<file path="src/rtl/uart_prog_loader_pkg.sv">
// Shared constants, state encodings and helpers for the UART program loader.
package uart_prog_loader_pkg;

  localparam logic [7:0] SYNC_BYTE = 8'hA5;
  localparam logic [7:0] ACK_BYTE  = 8'h06;
  localparam logic [7:0] NAK_BYTE  = 8'h15;

  localparam logic [1:0] ERR_NONE    = 2'd0;
  localparam logic [1:0] ERR_FRAME   = 2'd1;
  localparam logic [1:0] ERR_TIMEOUT = 2'd2;
  localparam logic [1:0] ERR_CSUM    = 2'd3;

  typedef enum logic [2:0] {
    S_IDLE, S_COUNT, S_DATA, S_CSUM, S_DONE, S_ERR
  } load_state_e;

  typedef enum logic [1:0] {
    RX_IDLE, RX_START, RX_DATA, RX_STOP
  } rx_state_e;

  // Drops one byte into its little-endian lane of a 32-bit word.
  function automatic logic [31:0] place_byte(input logic [31:0] word,
                                             input logic [1:0]  lane,
                                             input logic [7:0]  b);
    logic [31:0] r;
    r = word;
    r[{lane, 3'b000} +: 8] = b;
    return r;
  endfunction

endpackage

</file>
<file path="src/rtl/uart_prog_loader_rx.sv">
// 8N1 UART receiver (uart_rx_8n1) and, when UART_PROG_LOADER_ACK_EN is defined,
// the matching transmitter (uart_tx_8n1). rst_n is an active-high synchronous reset.
module uart_rx_8n1 import uart_prog_loader_pkg::*; #(
  parameter int CLKS_PER_BIT = 434
) (
  input  logic       clk,
  input  logic       rst_n,
  input  logic       rx,
  output logic       byte_valid,
  output logic [7:0] data,
  output logic       frame_err
);
  localparam int CW = $clog2(CLKS_PER_BIT);

  rx_state_e      state, state_n;
  logic [CW-1:0]  cnt, cnt_n;
  logic [2:0]     bit_idx, bit_idx_n;
  logic [7:0]     shreg, shreg_n;
  logic           rx_meta, rx_sync, valid_n, ferr_n;

  // NOTE: registers take only non-blocking updates; every next value is computed in always_comb.
  always_ff @(posedge clk) begin
    if (rst_n) begin
      rx_meta    <= 1'b1;
      rx_sync    <= 1'b1;
      state      <= RX_IDLE;
      cnt        <= '0;
      bit_idx    <= '0;
      shreg      <= '0;
      byte_valid <= 1'b0;
      frame_err  <= 1'b0;
    end else begin
      rx_meta    <= rx;
      rx_sync    <= rx_meta;
      state      <= state_n;
      cnt        <= cnt_n;
      bit_idx    <= bit_idx_n;
      shreg      <= shreg_n;
      byte_valid <= valid_n;
      frame_err  <= ferr_n;
    end
  end

  // NOTE: every output of this block gets a default first, so no latch can be inferred.
  always_comb begin
    state_n   = state;
    cnt_n     = cnt + CW'(1);
    bit_idx_n = bit_idx;
    shreg_n   = shreg;
    valid_n   = 1'b0;
    ferr_n    = 1'b0;
    case (state)
      RX_IDLE: begin
        cnt_n = '0;
        if (!rx_sync) state_n = RX_START;
      end
      RX_START: if (cnt == CW'(CLKS_PER_BIT / 2 - 1)) begin
        // A glitch shorter than half a bit falls back to idle.
        cnt_n     = '0;
        bit_idx_n = '0;
        state_n   = rx_sync ? RX_IDLE : RX_DATA;
      end
      RX_DATA: if (cnt == CW'(CLKS_PER_BIT - 1)) begin
        cnt_n     = '0;
        shreg_n   = {rx_sync, shreg[7:1]};
        bit_idx_n = bit_idx + 3'd1;
        if (bit_idx == 3'd7) state_n = RX_STOP;
      end
      RX_STOP: if (cnt == CW'(CLKS_PER_BIT - 1)) begin
        cnt_n   = '0;
        state_n = RX_IDLE;
        valid_n = rx_sync;
        ferr_n  = !rx_sync;
      end
      default: state_n = RX_IDLE;
    endcase
  end

  assign data = shreg;

endmodule

`ifdef UART_PROG_LOADER_ACK_EN
module uart_tx_8n1 #(
  parameter int CLKS_PER_BIT = 434
) (
  input  logic       clk,
  input  logic       rst_n,
  input  logic       start,
  input  logic [7:0] data,
  output logic       tx
);
  localparam int CW = $clog2(CLKS_PER_BIT);

  logic [9:0]    shreg;
  logic [3:0]    bits_left;
  logic [CW-1:0] cnt;

  // A start request while a byte is in flight is ignored, never aborts it.
  always_ff @(posedge clk) begin
    if (rst_n) begin
      shreg     <= '1;
      bits_left <= '0;
      cnt       <= '0;
    end else if (bits_left == 4'd0) begin
      if (start) begin
        shreg     <= {1'b1, data, 1'b0};
        bits_left <= 4'd10;
        cnt       <= '0;
      end
    end else if (cnt == CW'(CLKS_PER_BIT - 1)) begin
      cnt       <= '0;
      shreg     <= {1'b1, shreg[9:1]};
      bits_left <= bits_left - 4'd1;
    end else begin
      cnt <= cnt + CW'(1);
    end
  end

  assign tx = shreg[0];

endmodule
`endif

</file>
<file path="src/rtl/uart_prog_loader.sv">
// UART program loader: receives a checksummed image and writes it into instruction memory.
// Define UART_PROG_LOADER_ACK_EN to add uart_tx with an ACK/NAK reply. rst_n is active-high.
module uart_prog_loader import uart_prog_loader_pkg::*; #(
  parameter int CLKS_PER_BIT = 434,
  parameter int ADDR_W       = 6,
  parameter int TIMEOUT_CLKS = 2_000_000
) (
  input  logic              clk,
  input  logic              rst_n,
  input  logic              uart_rx,
  output logic              im_we,
  output logic [ADDR_W-1:0] im_addr,
  output logic [31:0]       im_wdata,
  output logic              cpu_hold,
  output logic              busy,
  output logic              done,
  output logic [1:0]        err,
  output logic [ADDR_W:0]   words_loaded
`ifdef UART_PROG_LOADER_ACK_EN
  ,
  output logic              uart_tx
`endif
);
  localparam int NW = ADDR_W + 1;
  localparam int TW = $clog2(TIMEOUT_CLKS + 1);

  load_state_e       state, state_n;
  logic [NW-1:0]     n_words, n_words_n, wl_n;
  logic [1:0]        byte_idx, byte_idx_n, err_n;
  logic [31:0]       asm_word, asm_n, wdata_n;
  logic [7:0]        csum, csum_n, rx_data;
  logic [TW-1:0]     to_cnt, to_cnt_n;
  logic [ADDR_W-1:0] addr_n;
  logic              we_n, hold_n, busy_n, done_n, rx_valid, rx_ferr;

  uart_rx_8n1 #(.CLKS_PER_BIT(CLKS_PER_BIT)) u_rx (
    .clk        (clk),
    .rst_n      (rst_n),
    .rx         (uart_rx),
    .byte_valid (rx_valid),
    .data       (rx_data),
    .frame_err  (rx_ferr)
  );

  always_ff @(posedge clk) begin
    if (rst_n) begin
      state        <= S_IDLE;
      n_words      <= '0;
      byte_idx     <= '0;
      asm_word     <= '0;
      csum         <= '0;
      to_cnt       <= '0;
      im_we        <= 1'b0;
      im_addr      <= '0;
      im_wdata     <= '0;
      cpu_hold     <= 1'b0;
      busy         <= 1'b0;
      done         <= 1'b0;
      err          <= ERR_NONE;
      words_loaded <= '0;
    end else begin
      state        <= state_n;
      n_words      <= n_words_n;
      byte_idx     <= byte_idx_n;
      asm_word     <= asm_n;
      csum         <= csum_n;
      to_cnt       <= to_cnt_n;
      im_we        <= we_n;
      im_addr      <= addr_n;
      im_wdata     <= wdata_n;
      cpu_hold     <= hold_n;
      busy         <= busy_n;
      done         <= done_n;
      err          <= err_n;
      words_loaded <= wl_n;
    end
  end

  always_comb begin
    state_n    = state;
    n_words_n  = n_words;
    byte_idx_n = byte_idx;
    asm_n      = asm_word;
    csum_n     = csum;
    to_cnt_n   = '0;
    we_n       = 1'b0;
    addr_n     = im_addr;
    wdata_n    = im_wdata;
    hold_n     = cpu_hold;
    busy_n     = busy;
    done_n     = done;
    err_n      = err;
    wl_n       = words_loaded;

    // Advance only after a write that was not the last word, so the address never wraps.
    if (im_we && state == S_DATA) addr_n = im_addr + ADDR_W'(1);

    if (state inside {S_COUNT, S_DATA, S_CSUM}) begin
      to_cnt_n = to_cnt + TW'(1);
      if (rx_valid) begin
        to_cnt_n = '0;
        case (state)
          S_COUNT: begin
            n_words_n = (rx_data == 8'd0) ? NW'(1 << ADDR_W) : NW'(rx_data);
            state_n   = S_DATA;
          end
          S_DATA: begin
            asm_n      = place_byte(asm_word, byte_idx, rx_data);
            csum_n     = csum + rx_data;
            byte_idx_n = byte_idx + 2'd1;
            if (byte_idx == 2'd3) begin
              we_n    = 1'b1;
              wdata_n = asm_n;
              wl_n    = words_loaded + NW'(1);
              if (wl_n == n_words) state_n = S_CSUM;
            end
          end
          default: begin
            busy_n = 1'b0;
            if (rx_data == csum) begin
              state_n = S_DONE;
              done_n  = 1'b1;
              hold_n  = 1'b0;
            end else begin
              state_n = S_ERR;
              err_n   = ERR_CSUM;
            end
          end
        endcase
      end else if (rx_ferr) begin
        state_n = S_ERR;
        err_n   = ERR_FRAME;
        busy_n  = 1'b0;
      end else if (to_cnt == TW'(TIMEOUT_CLKS - 1)) begin
        state_n = S_ERR;
        err_n   = ERR_TIMEOUT;
        busy_n  = 1'b0;
      end
    end else if (rx_valid && rx_data == SYNC_BYTE) begin
      state_n    = S_COUNT;
      hold_n     = 1'b1;
      busy_n     = 1'b1;
      done_n     = 1'b0;
      err_n      = ERR_NONE;
      wl_n       = '0;
      addr_n     = '0;
      byte_idx_n = '0;
      csum_n     = '0;
    end
  end

`ifdef UART_PROG_LOADER_ACK_EN
  logic tx_start;
  assign tx_start = (state_n != state) && (state_n inside {S_DONE, S_ERR});

  uart_tx_8n1 #(.CLKS_PER_BIT(CLKS_PER_BIT)) u_tx (
    .clk   (clk),
    .rst_n (rst_n),
    .start (tx_start),
    .data  ((state_n == S_DONE) ? ACK_BYTE : NAK_BYTE),
    .tx    (uart_tx)
  );
`endif

endmodule

</file>
<file path="config.mk">
export PLATFORM = sky130hd
export DESIGN_NAME = uart_prog_loader
export DESIGN_NICKNAME = d
export VERILOG_FILES = /design/src/rtl/uart_prog_loader_pkg.sv /design/src/rtl/uart_prog_loader_rx.sv /design/src/rtl/uart_prog_loader.sv
export SDC_FILE = /design/constraint.sdc
export NUM_CORES = 1
export LEC_CHECK = 0
export BUFFER_PORTS_ARGS = -buffer_cell sky130_fd_sc_hd__buf_2
export CAP_MARGIN = 25
export CORE_MARGIN = 2
export CORE_UTILIZATION = 30
export CTS_CLUSTER_DIAMETER = 30
export CTS_CLUSTER_SIZE = 16
export DETAILED_ROUTE_END_ITERATION = 7
export HOLD_SLACK_MARGIN = 0.1
export PLACE_DENSITY_LB_ADDON = 0.08
export SLEW_MARGIN = 20
export SYNTH_ARGS = -nofsm -noshare
export SYNTH_HDL_FRONTEND = slang
export SYNTH_SLANG_ARGS = --single-unit
</file>
<file path="constraint.sdc">
create_clock -name clk -period 2.2 [get_ports clk]
set_input_delay 0.22 -clock clk [delete_from_list [all_inputs] [get_ports clk]]
set_output_delay 0.22 -clock clk [all_outputs]
set_load 0.05 [all_outputs]
</file>
==> results of run 1 <==
## state kept, by name, indices dropped and copies added (netlist names), 2 cells and up, named ones only
name and flops:
to_cnt 21, words_loaded 7, n_words 7, im_wdata 32
im_addr 6, u_rx.bit_idx 3, state 3, u_rx.data 8
u_rx.cnt 9, byte_idx 2, asm_word 32, csum 8
err 2
## critical path: stages (launching register included)
cell	delay, ps
dfxtp_2	340
or3_4	400
nor4_4	450
o32ai_1	250
buf_4	220
o21ai_0	170
a21oi_1	90
## metal layers
| metal | routed length [um] | global-route usage (%) | vias to the layer above |
|---|---|---|---|
| met5 | 0 | 0 | - |
| met4 | 246 | 4.54 | 0 |
| met3 | 591 | 3.61 | 17 |
| met2 | 7510 | 22.8 | 87 |
| met1 | 8340 | 20.6 | 2573 |
| li1 | - | - | 2895 |
## layout make-up
| type | count | area, um2 |
|---|---|---|
| clock buffers | 19 | 443 |
| clock inverters | 13 | 171 |
| fillers | 2213 | 13800 |
| inverters | 17 | 63.8 |
| multi-input cells | 569 | 3520 |
| flip-flops and latches | 150 | 3010 |
| well taps | 280 | 350 |
| repair buffers | 96 | 631 |
## where the power goes
part	total (mW)	internal (mW)	leakage (nW)	switching, mW
registers	2.72	2.72	1.21	0.00341
logic	0.0617	0.0161	1.48	0.0455
clock network	3.03	1.83	0.288	1.20
total	5.82	4.57	2.98	1.25
## placed cells by master (no fill, tap or decap), drive strengths merged, types with 8 or more instances in the layout
| cell type | synthesis | final |
|---|---|---|
| a21oi | 69 | 69 |
| xnor2 | 17 | 17 |
| nand4 | 9 | 9 |
| a211oi | 68 | 68 |
| dfxtp | 150 | 150 |
| nor2b | 34 | 34 |
| xor2 | 27 | 27 |
| or3 | 8 | 8 |
| inv | 17 | 20 |
| buf | 11 | 95 |
| nor2 | 140 | 140 |
| mux2i | 8 | 8 |
| o21ai | 12 | 12 |
| and3 | 9 | 9 |
| ha | 21 | 21 |
| nand3 | 28 | 28 |
| nand2 | 42 | 42 |
| clkbuf | 39 | 19 |
| nor3 | 16 | 16 |
## metrics by stage
step / setup slack, ps / util, % / std cells / cell area [um2]
after floorplan: 40.5 / - / 786 / 6750
after global placement: 102 / 34.3 / 1111 / 7520
after detailed placement: 78.9 / 34.3 / 1111 / 7520
after CTS: 57.2 / 37.1 / 1144 / 8150
after global routing: 19.4 / 37.3 / 1144 / 8180
final: 149 / 37.3 / 1144 / 8180
## cell families (layout without fill, tap and decap cells)
logic type / count (synthesis) / in the layout / synth area share (%)
and+or+nand+nor: 320 / 320 / 23.4
AOI/OAI and AO/OA: 174 / 174 / 16.9
muxes: 9 / 9 / 1.35
buffers and inverters: 67 / 145 / 4.00
xor gates and xnor gates: 44 / 44 / 5.71
adders and majority gates: 22 / 22 / 4.19
DFF: 150 / 150 / 44.5
## timing repair
action	CTS	global route
hold buffers	1	0
resized for setup	0	7
hold endpoints to repair	1	0
endpoints found under the setup margin	0	21
## how the worst max path moves through the flow
stage	start	endpoint	slack, ps	depth (start not counted)
3_3_place_gp	byte_idx[0]$_SDFFE_PP0P_	im_wdata[25]$_SDFFE_PP0P_	100	6
3_5_place_dp	u_rx.data[1]$_SDFFE_PP0P_	csum[7]$_SDFFE_PP0P_	80	7
6_report	u_rx.data[1]$_SDFFE_PP0P_	words_loaded[3]$_SDFFE_PP0P_	150	6
4_1_cts	u_rx.data[1]$_SDFFE_PP0P_	csum[7]$_SDFFE_PP0P_	60	7
2_1_floorplan	byte_idx[0]$_SDFFE_PP0P_	asm_word[24]$_SDFFE_PP0P_	40	5
5_1_grt	u_rx.data[3]$_SDFFE_PP0P_	words_loaded[2]$_SDFFE_PP0P_	20	6
==> flow_results.xml, run 1 <==
<?xml version="1.0" encoding="UTF-8"?>
<metrics>
  <group name="final_layout">
    <metric name="insertedDiodeCount" unit="">0</metric>
    <metric name="syn2layout_area_growth" unit="%">21.2</metric>
    <metric name="drive_gt1_share" unit="%">17.2</metric>
    <metric name="finalNetCount" unit="">876</metric>
  </group>
  <group name="detailed_routing">
    <metric name="route.detailed.vias_per_inst" unit="">4.87</metric>
    <metric name="remaining_drc_errors" unit="">0</metric>
    <metric name="drt-pass1-iter-count" unit="">7</metric>
    <metric name="drt-wirelength-per-cell" unit="um">14.6</metric>
    <metric name="detailroute.via_count" unit="">5572</metric>
    <metric name="antenna_violating_nets_post_route" unit="">0</metric>
    <metric name="totalWireLength" unit="um">16700</metric>
    <metric name="detail_route.iter0.violations" unit="">208</metric>
  </group>
  <group name="worst_setup_path">
    <metric name="setup.reg_to_reg.worst_slack" unit="ps">150</metric>
    <metric name="data_arrival_time_of_the_critical_path" unit="ps">2350</metric>
    <metric name="end_kind" unit="">flop</metric>
    <metric name="crit-reg2reg-capture" unit="">words_loaded[3]$_SDFFE_PP0P_</metric>
    <metric name="worst_ep_required_time" unit="ps">2500</metric>
    <metric name="worstReg2RegStart" unit="">u_rx.data[1]$_SDFFE_PP0P_</metric>
    <metric name="worst_setup_sp_type" unit="">flop</metric>
    <metric name="r2r.worst_path.cells" unit="">6</metric>
    <metric name="worst-setup-path-type" unit="">flop to flop</metric>
    <metric name="crit_path_max_fanout" unit="">6</metric>
  </group>
  <group name="placed_design">
    <metric name="gpl.final_weighted_congestion" unit="">0.808</metric>
    <metric name="dp_hpwl" unit="um">11900</metric>
    <metric name="buffer_ports.inserted" unit="">53</metric>
  </group>
  <group name="outcome">
    <metric name="status" unit="">finished, final reports clean</metric>
  </group>
  <group name="yosys">
    <metric name="synth.top_cell.area_share" unit="%">44.5</metric>
    <metric name="postSynth.topFlopCell" unit="">dfxtp_1</metric>
    <metric name="synth_nets" unit="">811</metric>
    <metric name="post-synth-top-count-cell" unit="">dfxtp_1</metric>
    <metric name="syn_avg_cell_area" unit="um2">8.59</metric>
    <metric name="postSynth.asyncResetShare" unit="%">0</metric>
    <metric name="synth.largest_area_cell" unit="">dfxtp_1</metric>
    <metric name="synth_edf_count" unit="">0</metric>
    <metric name="part_of_the_yosys_area_used_for_sequential_elements" unit="%">44.5</metric>
    <metric name="syn_area" unit="mm2">0.00675</metric>
    <metric name="ys_seq_elements" unit="">150</metric>
    <metric name="yosysWarningCount" unit="">0</metric>
    <metric name="synth_common_cells" unit="">dfxtp_1, nor2_1, a21oi_1</metric>
    <metric name="mapped_cells" unit="">786</metric>
    <metric name="synth_cell_type_count" unit="">59</metric>
    <metric name="post_synth_main_area_contributors" unit="">dfxtp_1, nor2_1, a211oi_1</metric>
  </group>
  <group name="pwr">
    <metric name="peakVddDrop" unit="uV">335</metric>
    <metric name="power.leakage" unit="nW">2.98</metric>
    <metric name="power.density_cell_area" unit="mW/mm2">711</metric>
    <metric name="finalPower" unit="mW">5.82</metric>
  </group>
  <group name="global_route">
    <metric name="grt_pass1_wl" unit="um">28300</metric>
    <metric name="globalRouteTotalUtil" unit="%">14.8</metric>
    <metric name="globalRoute.totalOverflow" unit="">0</metric>
    <metric name="grt_max_degree" unit="">65</metric>
    <metric name="first_global_vias" unit="">5361</metric>
    <metric name="antenna_violations_before_repair" unit="">0</metric>
  </group>
  <group name="clock_network">
    <metric name="cts.htree.levels" unit="">4</metric>
    <metric name="clockRootBuffer" unit="">clkbuf_16</metric>
    <metric name="buffers_inserted_by_post_cts_timing_repair" unit="">0</metric>
    <metric name="tritoncts" unit="">done</metric>
    <metric name="cts.sinks" unit="">150</metric>
    <metric name="worst_skew_pair.late_latency" unit="ps">420</metric>
    <metric name="clock_path_buffers" unit="">2</metric>
    <metric name="clk_transition_reported_paths" unit="ps">60</metric>
    <metric name="cts_inserted_buffers" unit="">17</metric>
  </group>
  <group name="timing">
    <metric name="tns" unit="ps">0</metric>
    <metric name="setup-violations-final" unit="">0</metric>
    <metric name="maxSlewHeadroom" unit="%">50.1</metric>
    <metric name="final_hold_viol_count" unit="">0</metric>
    <metric name="slew_viol_final" unit="">0</metric>
    <metric name="finClkSkew" unit="ps">9.64</metric>
    <metric name="timing_worst_slew_pin_value" unit="ps">749</metric>
    <metric name="grt_setup_unrepaired" unit="">false</metric>
    <metric name="fin_worst_hold_slack" unit="ps">297</metric>
    <metric name="layout_worst_path_cycle_share" unit="%">93.2</metric>
    <metric name="fmax" unit="MHz">488</metric>
    <metric name="min_period" unit="ps">2050</metric>
  </group>
  <group name="worst_hold_path">
    <metric name="min-delay-path-class" unit="">primary input to flop</metric>
    <metric name="holdCritStartpoint" unit="">rst_n</metric>
    <metric name="worst_hold_path.num_cells" unit="">3</metric>
    <metric name="min_delay_worst_endpoint" unit="">byte_idx[0]$_SDFFE_PP0P_</metric>
  </group>
  <group name="die">
    <metric name="row_count" unit="">54</metric>
    <metric name="die_area" unit="mm2">0.0237</metric>
    <metric name="starting_density_of_the_core" unit="%">30.7</metric>
    <metric name="die_x" unit="um">154</metric>
    <metric name="pin_count" unit="">54</metric>
    <metric name="die_y" unit="um">154</metric>
    <metric name="core_area" unit="mm2">0.0220</metric>
  </group>
  <group name="run">
    <metric name="max_cap_viol_count" unit="">0</metric>
  </group>
</metrics>
Note: power is estimated with default switching activity, not from simulation.
==> run 2: changes to the inputs <==
Settings changed: CELL_PAD_IN_SITES_DETAIL_PLACEMENT from default to 1, CELL_PAD_IN_SITES_GLOBAL_PLACEMENT from default to 1, CORE_UTILIZATION 30 to 41.
==> flow_results.xml, run 2 (synthesis results as in run 1) <==
<?xml version="1.0" encoding="UTF-8"?>
<metrics>
  <group name="detailed_routing">
    <metric name="totalWireLength" unit="um">18100</metric>
    <metric name="m1WireLength" unit="um">8260</metric>
    <metric name="detailroute.via_count" unit="">5826</metric>
    <metric name="antenna_violating_nets_post_route" unit="">0</metric>
    <metric name="drt-wirelength-per-cell" unit="um">16.8</metric>
    <metric name="dr.max_layer_used" unit="">met4</metric>
    <metric name="detailroute.wirelength.met2" unit="um">9020</metric>
    <metric name="remaining_drc_errors" unit="">0</metric>
    <metric name="route.detailed.vias_per_inst" unit="">5.39</metric>
    <metric name="drt-pass1-iter-count" unit="">4</metric>
    <metric name="dr_wl_met3" unit="um">716</metric>
    <metric name="detail_route.iter0.violations" unit="">190</metric>
  </group>
  <group name="worst_setup_path">
    <metric name="end_kind" unit="">flop</metric>
    <metric name="data_arrival_time_of_the_critical_path" unit="ps">2460</metric>
    <metric name="worst_ep_required_time" unit="ps">2560</metric>
    <metric name="worst-setup-path-type" unit="">flop to flop</metric>
    <metric name="crit_path_max_fanout" unit="">4</metric>
    <metric name="worst_setup_sp_type" unit="">flop</metric>
  </group>
  <group name="timing">
    <metric name="grt_setup_unrepaired" unit="">true</metric>
    <metric name="setup-violations-final" unit="">0</metric>
    <metric name="min_period" unit="ps">2100</metric>
    <metric name="layout_worst_path_cycle_share" unit="%">95.6</metric>
    <metric name="slew_viol_final" unit="">0</metric>
    <metric name="maxSlewHeadroom" unit="%">52.1</metric>
    <metric name="finClkSkew" unit="ps">14.6</metric>
    <metric name="layout_setup_ws" unit="ps">96.6</metric>
    <metric name="final_hold_viol_count" unit="">0</metric>
    <metric name="fmax" unit="MHz">475</metric>
    <metric name="timing_worst_slew_pin_value" unit="ps">718</metric>
    <metric name="tns" unit="ps">0</metric>
    <metric name="fin_worst_hold_slack" unit="ps">427</metric>
  </group>
  <group name="placed_design">
    <metric name="dpl.cell_count" unit="">1043</metric>
    <metric name="dp_hpwl" unit="um">12600</metric>
    <metric name="placement.cell_area" unit="mm2">0.00740</metric>
    <metric name="placement.setup.worst_slack" unit="ps">62.4</metric>
    <metric name="buffer_ports.inserted" unit="">53</metric>
    <metric name="gpl.final_weighted_congestion" unit="">0.829</metric>
  </group>
  <group name="global_route">
    <metric name="globalRoute.totalOverflow" unit="">0</metric>
    <metric name="grt_max_degree" unit="">63</metric>
    <metric name="globalRouteTotalUtil" unit="%">21.4</metric>
    <metric name="grt_pass1_wl" unit="um">30400</metric>
    <metric name="antenna_violations_before_repair" unit="">0</metric>
    <metric name="first_global_vias" unit="">6023</metric>
  </group>
  <group name="die">
    <metric name="row_count" unit="">46</metric>
    <metric name="pin_count" unit="">54</metric>
    <metric name="die_y" unit="um">132</metric>
    <metric name="die_x" unit="um">132</metric>
    <metric name="die_area" unit="mm2">0.0175</metric>
    <metric name="starting_density_of_the_core" unit="%">42.2</metric>
    <metric name="core_area" unit="mm2">0.0160</metric>
  </group>
  <group name="clock_network">
    <metric name="cts.sinks" unit="">150</metric>
    <metric name="clock_path_buffers" unit="">2</metric>
    <metric name="cts.htree.levels" unit="">4</metric>
    <metric name="tritoncts" unit="">done</metric>
    <metric name="clockRootBuffer" unit="">clkbuf_16</metric>
    <metric name="cts_inserted_buffers" unit="">17</metric>
    <metric name="clk_transition_reported_paths" unit="ps">60</metric>
    <metric name="worst_skew_pair.late_latency" unit="ps">430</metric>
  </group>
  <group name="final_layout">
    <metric name="num-fill-cells" unit="">1901</metric>
    <metric name="finish.utilization" unit="%">50.3</metric>
    <metric name="final-instance-count-excl-fill" unit="">1081</metric>
    <metric name="finalNetCount" unit="">878</metric>
    <metric name="biggest_registers_after_layout" unit="">asm_word (32), im_wdata (32), to_cnt (21)</metric>
    <metric name="syn2layout_area_growth" unit="%">19.3</metric>
    <metric name="insertedDiodeCount" unit="">0</metric>
    <metric name="finalInstanceArea" unit="mm2">0.00805</metric>
    <metric name="drive_gt1_share" unit="%">16.6</metric>
    <metric name="final_common_cell" unit="">dfxtp_1</metric>
    <metric name="leading_cell_types_in_the_layout_fill_and_taps_excluded" unit="">dfxtp_1, nor2_1, a21oi_1, a211oi_1, buf_2</metric>
  </group>
  <group name="worst_hold_path">
    <metric name="min-delay-path-class" unit="">flop to flop</metric>
  </group>
  <group name="pwr">
    <metric name="power.leakage" unit="nW">2.97</metric>
    <metric name="internal_power" unit="mW">4.40</metric>
    <metric name="peakVddDrop" unit="uV">613</metric>
    <metric name="power.switching_fraction" unit="%">21.1</metric>
    <metric name="finalPower" unit="mW">5.58</metric>
    <metric name="p_seq_share" unit="%">48.8</metric>
    <metric name="power_switching" unit="mW">1.18</metric>
    <metric name="power.share.combinational" unit="%">1.0</metric>
    <metric name="power.density_cell_area" unit="mW/mm2">692</metric>
    <metric name="p_clk_share" unit="%">50.1</metric>
  </group>
  <group name="run">
    <metric name="max_cap_viol_count" unit="">0</metric>
  </group>
  <group name="outcome">
    <metric name="status" unit="">finished, final reports clean</metric>
  </group>
</metrics>
==> run 2: critical path, stage by stage, from the launching register on <==
cell,delay [ps]
dfxtp_1,400
ha_1,280
a21oi_1,190
o211ai_1,200
o41ai_2,290
xor2_1,190
mux2_2,350
a21oi_1,120
==> run 2: per-layer routing <==
| layer | up-vias | global-route usage [%] |
|---|---|---|
| met5 | - | 0 |
| met4 | 0 | 6.45 |
| met3 | 8 | 4.46 |
| met2 | 81 | 37.2 |
| met1 | 2856 | 26.8 |
| li1 | 2881 | - |
==> run 2: power groups by stage <==
| stage | clock network, mW | registers (mW) | logic (mW) |
|---|---|---|---|
| floorplan | 0 | 2.78 | 0.0412 |
| global placement | 0 | 2.78 | 0.0530 |
| detailed placement | 0 | 2.78 | 0.0555 |
| CTS | 2.85 | 2.72 | 0.0584 |
| global route | 2.99 | 2.72 | 0.0646 |
| finish | 2.80 | 2.72 | 0.0580 |
==> run 2: what timing repair did <==
action	CTS	global route
endpoints found under the hold margin	9	0
setup buffers	0	5
setup endpoints to repair	0	34
resized for setup	0	5
hold buffers	2	0
==> run 2: worst paths after layout <==
kind | start | end | slack, ps | cells after the start
worst max-delay path | u_rx.data[1]$_SDFFE_PP0P_ | csum[7]$_SDFFE_PP0P_ | 100 | 7
worst min-delay path | u_rx.rx_meta$_SDFF_PP1_ | u_rx.rx_sync$_SDFF_PP1_ | 430 | 1
worst max register to register | u_rx.data[1]$_SDFFE_PP0P_ | csum[7]$_SDFFE_PP0P_ | 100 | 7
worst min register to register | u_rx.rx_meta$_SDFF_PP1_ | u_rx.rx_sync$_SDFF_PP1_ | 430 | 1
==> run 2: layout make-up <==
| class | instances | area, um2 | area share (%) |
|---|---|---|---|
| repair buffers | 98 | 636 | 7.89 |
| inverters | 17 | 63.8 | 0.792 |
| clock inverters | 7 | 71.3 | 0.886 |
| flip-flops and latches | 150 | 3000 | 37.3 |
| clock buffers | 24 | 492 | 6.11 |
| multi-input cells | 569 | 3520 | 43.7 |
| well taps | 216 | 270 | 3.36 |
